[config.mk]
export PLATFORM = sky130hd
export DESIGN_NAME = pbus_arb
export DESIGN_NICKNAME = d
export VERILOG_FILES = /design/src/rtl/pbus_pkg.sv /design/src/rtl/pbus_rr_pick.sv /design/src/rtl/pbus_arb.sv
export SDC_FILE = /design/constraint.sdc
export NUM_CORES = 1
export LEC_CHECK = 0
export ABC_AREA = 0
export CORE_UTILIZATION = 46
export CTS_BUF_LIST = sky130_fd_sc_hd__clkbuf_4
export CTS_CLUSTER_SIZE = 30
export DETAILED_ROUTE_END_ITERATION = 12
export HOLD_SLACK_MARGIN = 0.02
export PLACE_DENSITY = 0.88
export SLEW_MARGIN = 10
export SYNTH_ARGS = -nofsm -noshare
export SYNTH_HDL_FRONTEND = slang
export SYNTH_SLANG_ARGS = --single-unit
[constraint.sdc]
create_clock -name clk -period 9.35 [get_ports clk]
set_clock_uncertainty 0.05 [all_clocks]
set_input_delay 1.87 -clock clk [delete_from_list [all_inputs] [get_ports clk]]
set_output_delay 1.87 -clock clk [all_outputs]
set_load 0.02 [all_outputs]
[src/rtl/pbus_pkg.sv]
// Shared widths, FSM state type and frame layout for the pbus serial master/arbiter.
package pbus_pkg;

    localparam int unsigned ADDR_W  = 8;
    localparam int unsigned OP_W    = 3;
    localparam int unsigned DATA_W  = 62;
    localparam int unsigned FRAME_W = ADDR_W + OP_W + DATA_W;

    typedef enum logic [1:0] {
        ST_IDLE,
        ST_SHIFT,
        ST_GAP
    } state_e;

    // Payload in wire order: the MSB of addr leaves the line first.
    typedef struct packed {
        logic [ADDR_W-1:0] addr;
        logic [OP_W-1:0]   op;
        logic [DATA_W-1:0] data;
    } frame_t;

    // Opcodes understood by pctrl nodes on the far side of the line.
    localparam logic [OP_W-1:0] OP_NOP   = 3'h0;
    localparam logic [OP_W-1:0] OP_READ  = 3'h1;
    localparam logic [OP_W-1:0] OP_WRITE = 3'h2;
    localparam logic [OP_W-1:0] OP_RMW   = 3'h3;
    localparam logic [OP_W-1:0] OP_BCAST = 3'h4;

    function automatic int unsigned idx_w(input int unsigned n);
        return (n > 1) ? $clog2(n) : 1;
    endfunction

endpackage

[src/rtl/pbus_rr_pick.sv]
// Combinational requester picker: round-robin from ptr_i, or fixed lowest-index
// priority when PBUS_ARB_FIXED_PRI_EN is defined (no pointer port in that build).
module pbus_rr_pick
    import pbus_pkg::*;
#(
    parameter int unsigned N_REQ = 4
)
(
    input  logic [N_REQ-1:0]        req_i,
`ifndef PBUS_ARB_FIXED_PRI_EN
    input  logic [idx_w(N_REQ)-1:0] ptr_i,
`endif
    output logic [N_REQ-1:0]        gnt_c_o,
    output logic [idx_w(N_REQ)-1:0] idx_c_o,
    output logic                    any_c_o
);

    localparam int unsigned IDX_W = idx_w(N_REQ);

    // Walk the requesters in priority order; the first one asserted wins.
    always_comb begin
        int unsigned j;
        logic        found;
        gnt_c_o = '0;
        idx_c_o = '0;
        found   = 1'b0;
        j       = 0;
        for (int unsigned k = 0; k < N_REQ; k++) begin
`ifdef PBUS_ARB_FIXED_PRI_EN
            j = k;
`else
            j = (32'(ptr_i) + k) % N_REQ;
`endif
            if (!found && req_i[j[IDX_W-1:0]]) begin
                found                   = 1'b1;
                idx_c_o                 = j[IDX_W-1:0];
                gnt_c_o[j[IDX_W-1:0]]   = 1'b1;
            end
        end
        any_c_o = found;
    end

endmodule

[src/rtl/pbus_arb.sv]
// pbus serial master: arbitrates N_REQ requesters and serialises one 74-bit frame at a time
// onto tx with idle-high guard cycles. PBUS_ARB_FIXED_PRI_EN selects fixed priority.
module pbus_arb
    import pbus_pkg::*;
#(
    parameter int unsigned N_REQ = 4,
    parameter int unsigned GAP   = 2
)
(
    input  logic                       clk,
    input  logic                       nRst,
    input  logic [N_REQ-1:0]           req,
    input  logic [N_REQ*ADDR_W-1:0]    address_in,
    input  logic [N_REQ*OP_W-1:0]      opcode_in,
    input  logic [N_REQ*DATA_W-1:0]    data_in,
    output logic [N_REQ-1:0]           grant,
    output logic                       busy,
    output logic                       done,
    output logic                       tx
);

    localparam int unsigned IDX_W = idx_w(N_REQ);
    localparam int unsigned CNT_W = ($clog2(GAP) > $clog2(FRAME_W)) ? $clog2(GAP) : $clog2(FRAME_W);

    state_e               state_q, state_d;
    logic [FRAME_W-1:0]   shreg_q, shreg_d;
    logic [CNT_W-1:0]     cnt_q,   cnt_d;
    logic [N_REQ-1:0]     grant_q, grant_d;
    logic                 tx_q,    tx_d;
    logic                 busy_q,  busy_d;
    logic                 done_q,  done_d;

    logic [N_REQ-1:0]     pick_gnt;
    logic [IDX_W-1:0]     pick_idx;
    logic                 pick_any;
    frame_t               frames [N_REQ];

    for (genvar k = 0; k < N_REQ; k++) begin : g_frame
        assign frames[k] = {address_in[k*ADDR_W +: ADDR_W],
                            opcode_in[k*OP_W +: OP_W],
                            data_in[k*DATA_W +: DATA_W]};
    end

`ifndef PBUS_ARB_FIXED_PRI_EN
    logic [IDX_W-1:0]     ptr_q, ptr_d;
`endif

    pbus_rr_pick #(
        .N_REQ   (N_REQ)
    ) u_pick (
        .req_i   (req),
`ifndef PBUS_ARB_FIXED_PRI_EN
        .ptr_i   (ptr_q),
`endif
        .gnt_c_o (pick_gnt),
        .idx_c_o (pick_idx),
        .any_c_o (pick_any)
    );

    always_ff @(posedge clk or negedge nRst) begin
        if (!nRst) begin
            state_q <= ST_IDLE;
            shreg_q <= '0;
            cnt_q   <= '0;
            grant_q <= '0;
            tx_q    <= 1'b1;
            busy_q  <= 1'b0;
            done_q  <= 1'b0;
`ifndef PBUS_ARB_FIXED_PRI_EN
            ptr_q   <= '0;
`endif
        end else begin
            state_q <= state_d;
            shreg_q <= shreg_d;
            cnt_q   <= cnt_d;
            grant_q <= grant_d;
            tx_q    <= tx_d;
            busy_q  <= busy_d;
            done_q  <= done_d;
`ifndef PBUS_ARB_FIXED_PRI_EN
            ptr_q   <= ptr_d;
`endif
        end
    end

    // IDLE arbitrates and emits the start bit; SHIFT sends 73 payload bits; GAP holds the line high.
    always_comb begin
        state_d = state_q;
        shreg_d = shreg_q;
        cnt_d   = cnt_q;
        grant_d = '0;
        tx_d    = tx_q;
        busy_d  = busy_q;
        done_d  = 1'b0;
`ifndef PBUS_ARB_FIXED_PRI_EN
        ptr_d   = ptr_q;
`endif
        unique case (state_q)
            ST_IDLE: begin
                tx_d   = 1'b1;
                busy_d = 1'b0;
                if (pick_any) begin
                    grant_d = pick_gnt;
                    shreg_d = frames[pick_idx];
                    tx_d    = 1'b0;
                    busy_d  = 1'b1;
                    cnt_d   = CNT_W'(FRAME_W - 1);
                    state_d = ST_SHIFT;
`ifndef PBUS_ARB_FIXED_PRI_EN
                    ptr_d   = (32'(pick_idx) == N_REQ - 1) ? '0 : pick_idx + IDX_W'(1);
`endif
                end
            end
            ST_SHIFT: begin
                tx_d    = shreg_q[FRAME_W-1];
                shreg_d = {shreg_q[FRAME_W-2:0], 1'b0};
                cnt_d   = cnt_q - CNT_W'(1);
                if (cnt_q == '0) begin
                    cnt_d   = CNT_W'(GAP - 1);
                    state_d = ST_GAP;
                end
            end
            ST_GAP: begin
                tx_d   = 1'b1;
                done_d = (cnt_q == CNT_W'(GAP - 1));
                cnt_d  = cnt_q - CNT_W'(1);
                if (cnt_q == '0) begin
                    cnt_d   = '0;
                    state_d = ST_IDLE;
                end
            end
            default: begin
                state_d = ST_IDLE;
            end
        endcase
    end

    assign grant = grant_q;
    assign busy  = busy_q;
    assign done  = done_q;
    assign tx    = tx_q;

endmodule

== After elaboration in Yosys (flattened, before gate mapping) ==
Index checks and enable logic that the tools add are counted.

* Input bits: 298
* Register bits after elaboration: 91
* Logic and storage cells: 99
* Output and inout bits: 7

* Add/sub/neg operators: 5
* Bitwise gates (word level): 4
* Multiplexer cells: 48
* Equal/unequal tests: 7
* Order comparisons: 9
* Reductions and logical operators: 18

{| class="wikitable"
|+ Operator list
! kind !! count
|-
| 73-bit two-way mux || 3
|-
| 73-bit binary-select mux with 2-bit select || 1
|-
| 73-bit case mux with 2 select lines || 1
|-
| 4-bit two-way mux || 6
|-
| 7-bit two-way mux || 3
|-
| 7-bit case mux with 3 select lines || 1
|-
| 2-bit two-way mux || 8
|-
| 1-bit two-way mux || 15
|-
| 2-bit by 3-bit < comparator with 1-bit output, second input constant || 4
|-
| 4-bit bitwise OR || 3
|-
| 1-bit binary-select mux with 2-bit select || 4
|-
| 1-bit demux with 2-bit select || 4
|-
| 2-bit by 1-bit greater-or-equal comparator with 1-bit output, second input constant || 4
|-
| 7-bit by 1-bit equality test with 1-bit output, second input constant || 1
|-
| 1-bit logical AND || 7
|-
| 7-bit zero test || 1
|-
| 7-bit by 1-bit subtractor with 7-bit output, second input constant || 1
|-
| 2-bit inequality test, second input constant || 3
|-
| 2-bit case mux with 3 select lines || 1
|-
| 2-bit AND reduction || 3
|-
| 2-bit by 1-bit adder with 2-bit output, second input constant || 2
|-
| 2-bit adder, second input constant || 2
|-
| 2-bit equality test, second input constant || 2
|-
| 3-bit greater-or-equal comparator, second input constant || 1
|-
| other kinds (8) || 10
|}

== Depth between registers and ports, before layout ==
* Word-level depth: 18
* Gate-level depth with buffers: 12
* Depth with buffers taken out: 8

== By module ==
A second synthesis with hierarchy kept.

* Cells, all modules: 630
* Area total of the unflattened synthesis: 6388.6 um^2

{| class="wikitable"
|+ By module, submodules not included
! module !! times used !! area an instance (um^2) !! cells an instance !! seq. area each (um^2)
|-
| pbus_arb || 1 || 5967.0 || 585 || 2278.4
|-
| pbus_rr_pick || 1 || 421.7 || 45 || 0.0
|}

== Worst setup path after synthesis ==
Ideal clock, no wire load.

* Path kind: input to register
* Start point: input req[0]
* End point: register shreg_q[12]
* Cell stages on the path: 9
* Setup time: 0.142 ns
* Data required time: 9.158 ns
* Path buffers: 3
* Data arrival time: 3.603 ns
* Setup slack: 5.555 ns
* Cell sequence: buf_2 > mux4_2 > nor2b_4 > nor2_2 > o21ai_4 > buf_6 > buf_12 > mux2i_1 > o221ai_1

* Word-level cells in the longest chain between the ends: 18
* Elaborated cells on any way between the ends: 30
* Classes of those cells: eq/ne: 1; mux: 21; bitwise: 1; reduce/logical: 7

{| class="wikitable"
|+ RTL lines
! element !! RTL line !! source
|-
| start: declaration || pbus_arb.sv:12 || <nowiki>input logic [N_REQ-1:0] req,</nowiki>
|-
| 1-bit binary-select mux with 2-bit select || pbus_rr_pick.sv:34 || <nowiki>if (!found && req_i[j[IDX_W-1:0]]) begin</nowiki>
|-
| 1-bit two-way mux (implied by the code) || pbus_rr_pick.sv:34 ||
|-
| 1-bit two-way mux || pbus_rr_pick.sv:34 ||
|-
| 1-bit zero test || pbus_rr_pick.sv:34 ||
|-
| 1-bit logical AND || pbus_rr_pick.sv:34 ||
|-
| 1-bit two-way mux || pbus_rr_pick.sv:34 ||
|-
| 1-bit zero test || pbus_rr_pick.sv:34 ||
|-
| 1-bit logical AND || pbus_rr_pick.sv:34 ||
|-
| 1-bit two-way mux || pbus_rr_pick.sv:34 ||
|-
| 1-bit zero test || pbus_rr_pick.sv:34 ||
|-
| 1-bit logical AND || pbus_rr_pick.sv:34 ||
|-
| 2-bit two-way mux || pbus_rr_pick.sv:34 ||
|-
| 2-bit inverter with 3-bit output (implied by the code) || pbus_arb.sv:104 || <nowiki>shreg_d = frames[pick_idx];</nowiki>
|-
| 73-bit binary-select mux with 2-bit select || pbus_arb.sv:104 ||
|-
| 73-bit two-way mux (implied by the code) (2 in series) || pbus_arb.sv:104 ||
|-
| 73-bit two-way mux || pbus_arb.sv:102 || <nowiki>if (pick_any) begin</nowiki>
|-
| 73-bit case mux with 2 select lines || pbus_arb.sv:98 || <nowiki>unique case (state_q)</nowiki>
|-
| end signal: assignment || pbus_arb.sv:74 || <nowiki>shreg_q <= shreg_d;</nowiki>
|-
| end: declaration || pbus_arb.sv:26 || <nowiki>logic [FRAME_W-1:0] shreg_q, shreg_d;</nowiki>
|}

Parallel ways exist; a longest one is shown, timed or not. The select of a mux whose other input is x is not followed.
A chain may end at the register's enable or synchronous reset.

== Final worst setup path ==
* Start point: input req[3]
* End point: register shreg_q[23]

Same word-level chain as after synthesis.

==> results by group <==
Power
  • P_int: approximately 0.0016 W
  • Sequential share of power: roughly 24%
  • Sw frac: between 40% and 50%
  • Maximum VDD drop: around 0.21 mV
  • Clock Power Share: around a tenth
  • Combinational share of power: about two thirds
  • Power Total: 0.002850 W
  • Lkg Pwr: around 4.2 nW
  • PwrDens: slightly below 300 mW/mm^2
  • P_sw: about 0.0012 W

STA
  • Setup TNS Final: 0 ns
  • Min Hold Slack: 0.4422 ns
  • Final hold violation count: 0
  • Fin crit share: between 50% and 60%
  • Final setup margin: 4.269 ns
  • RSZ-0062 raised after global routing: no
  • Final setup fails: 0
  • Fmax: 0.1968 GHz
  • Min cycle time layout: around 5.1 ns
  • Slew of the pin with the lowest slew margin: between 1 and 1.5 ns
  • Slew Limit Fails: 0
  • Slew HR: ~17%

Global route
  • Vias in the first global route: 6243
  • Largest net degree at the start of global routing: 78
  • Total grt overflow: 0
  • First-pass GRT wire length: about 31000 um
  • Tot GR Track Use: a little over a quarter
  • Antenna violations before repair: 1

Synthesis
  • Syn Area/Cell: 10.14 sq um
  • Async SR Flop Fraction: between 90% and 100%
  • Synth Cell Area: 0.006529 sq mm
  • Seq cells post-synth: 91
  • Syn Inst Count: 644
  • Register area share after synthesis: approximately a third
  • Syn. warnings: 0
  • Unique cell type count in the Yosys netlist: 46
  • Post-synth EDFFs: 0
  • Dominant synthesized flop cell: dfrtp_1
  • Syn_nets: 956

Place
  • Dpl cells: approximately 1.1k
  • HPWL after DPL: roughly 15000 um
  • Port bufs: 304
  • Gp weighted congestion: ~0.84
  • Setup WS pre-CTS: between 3 and 4 ns

CTS
  • Root buf cell: clkbuf_4
  • H-tree levels: 3
  • Cts repair resizes: 0
  • Clock transition at path regs: 0.13 ns
  • CTS Sinks: just over 90
  • Deepest clock path buffer count: 2
  • Post-CTS setup buffer count: 0
  • CTS Buf Count: 9
  • Cts hold-fix bufs: 0
  • TritonCTS clock tree: built
  • Worst-skew pair later-pin latency: 0.44 ns

Critical path
  • Worst EP required: between 9 and 10 ns
  • Setup CP Type: in2reg
  • Startpoint Class: input port
  • CP cell instances: clkdlybuf4s50_1 -> mux4_2 -> nor2b_4 -> nor2_2 -> o21ai_4 -> buf_4 -> mux2i_1 -> o221ai_1
  • Reg2reg path depth: 9
  • Worst-path fanout max: 68
  • Worst setup EP type: flop
  • CP Data Arrival Time: roughly 5.3 ns
  • RR Startpoint: ptr_q[0]
  • R2R setup slack: about 4.6 ns
  • Worst path bufs/invs: 2
  • R2r endpoint: shreg_q[23]
  • CP max stage delay: a little over 0.9 ns
  • Slowest cell on the critical path: buf_4
  • CP top delay family: buffers and inverters

Floorplanning
  • Die Area: between 0.01 and 0.015 sq mm
  • Io pins: 305
  • Row Count: 43
  • Die height: between 100 and 150 um
  • Initial Util: 47.03%
  • Core ar.: between 0.01 and 0.015 sq mm
  • Chip width: 121.1 um

Hold path
  • Hold path depth: 1
  • Worst hold path startpoint: busy
  • Worst Hold Class: reg2reg
  • Hold worst-path end: busy

Drt
  • Starting DRT DRC Count: roughly 400
  • Antenna Nets Post-Route: 0
  • DRC Markers: 0
  • WL/cell: around 19 um
  • Routed WL: ~20000 um
  • DRT Pass-1 Iters: 5
  • Drt via density: 5.796
  • Via count: roughly 6.3k

Finish
  • Layout Nets: 1216
  • Area delta synth->final: 47.32%
  • Layout cell share with drive strength beyond 1: about 4.2%
  • Non-filler instance count after layout: ~1.1k
  • Commonest non-fill, non-tap cell in the layout: clkdlybuf4s50_1
  • Layout fillers: ~1.1k
  • Most frequent cells in the layout: clkdlybuf4s50_1, mux2i_1, dfrtp_1

Run
  • Max_cap viols: 0

Status
  • Status: finished clean
synth_stat cells (2+ instances only):
| library cell | instances | area [sq um] |
|---|---|---|
| mux2i_1 | 149 | 1491 |
| dfrtp_1 | 90 | 2252 |
| a21oi_1 | 77 | 385.4 |
| and3_1 | 74 | 462.9 |
| o221ai_1 | 73 | 639.4 |
| clkbuf_1 | 40 | 150.1 |
| nor2_1 | 23 | 86.33 |
| ha_1 | 14 | 175.2 |
| o21ai_0 | 13 | 65.06 |
| nand2_1 | 9 | 33.78 |
| buf_6 | 8 | 90.09 |
| inv_1 | 7 | 26.28 |
| buf_12 | 5 | 100.1 |
| a221oi_1 | 4 | 35.03 |
| a22oi_1 | 4 | 30.03 |
| a31oi_1 | 4 | 25.02 |
| buf_8 | 4 | 60.06 |
| buf_2 | 3 | 15.01 |
| mux4_2 | 3 | 67.56 |
| nor2b_1 | 3 | 18.77 |
| nor3_1 | 3 | 15.01 |
| xnor2_1 | 3 | 26.28 |
| a211oi_1 | 2 | 15.01 |
| buf_4 | 2 | 15.01 |
| nand2b_1 | 2 | 12.51 |
| o211ai_1 | 2 | 15.01 |
| o21a_1 | 2 | 15.01 |
| o21ai_1 | 2 | 10.01 |
| or3_1 | 2 | 12.51 |
registers in the layout, summed over array words and instances, names as in the netlist:
| name | flops |
|---|---|
| shreg_q | 73 |
| cnt_q | 7 |
| grant | 4 |
| ptr_q | 2 |
| state_q | 2 |
| busy | 1 |
| done | 1 |
| tx | 1 |
how the worst max path moves through the flow:
stage                 from          end  cells after the start
finish              req[3]  shreg_q[23]                      8
global route        req[0]  shreg_q[64]                      7
floorplan           req[0]  shreg_q[12]                      9
CTS                 req[2]  shreg_q[23]                      8
global placement    req[2]  shreg_q[23]                      8
detailed placement  req[2]  shreg_q[23]                      8
power groups by stage:
stage	sequential, W	combinational, W	clock, W
after CTS	0.000689	0.00189	0.000276
after floorplan	0.000667	0.00162	0
after global placement	0.000691	0.00185	0
final	0.000693	0.00189	0.000270
after global routing	0.000714	0.00206	0.000291
after detailed placement	0.000697	0.00188	0
logic make-up (layout without fill, tap and decap cells):
family                     count (synthesis)  in the layout  synth area share [%]
AOI/OAI and AO/OA                        188            188                 19.66
muxes                                    153            153                 24.22
and+or+nand+nor                          126            126                 11.13
DFF                                       91             91                 34.90
buffers and inverters                     69            334                 6.995
adders and majority gates                 14             14                 2.683
xor gates and xnor gates                   3              3                0.4025
other                                      0              1                     0
area by class of cell:
class	instances	area (sq um)	share of cell area, %
multi-input combinational	484	3814	39.65
timing repair buffer	311	3093	32.16
sequential	91	2278	23.69
tap	180	225.2	2.342
clock inverter	6	103.9	1.080
clock buffer	10	75.07	0.7805
inverter	7	26.28	0.2732
antenna	1	2.502	0.02602
layer usage:
metal / up-vias / wire length (um) / track usage, %
li1: 3021 / - / -
met1: 2992 / 8089 / 33.12
met2: 280 / 10370 / 49.07
met3: 25 / 1580 / 5.122
met4: 0 / 378 / 8.719
met5: - / 0 / 0
through the flow:
stage	cell area, sq um	utilization (%)
finish	9618	69.29
global route	9618	69.29
CTS	9615	69.27
detailed placement	9437	67.98
global placement	9437	67.98
floorplan	6529	-
No activity file was read; power rests on OpenSTA's default activity.
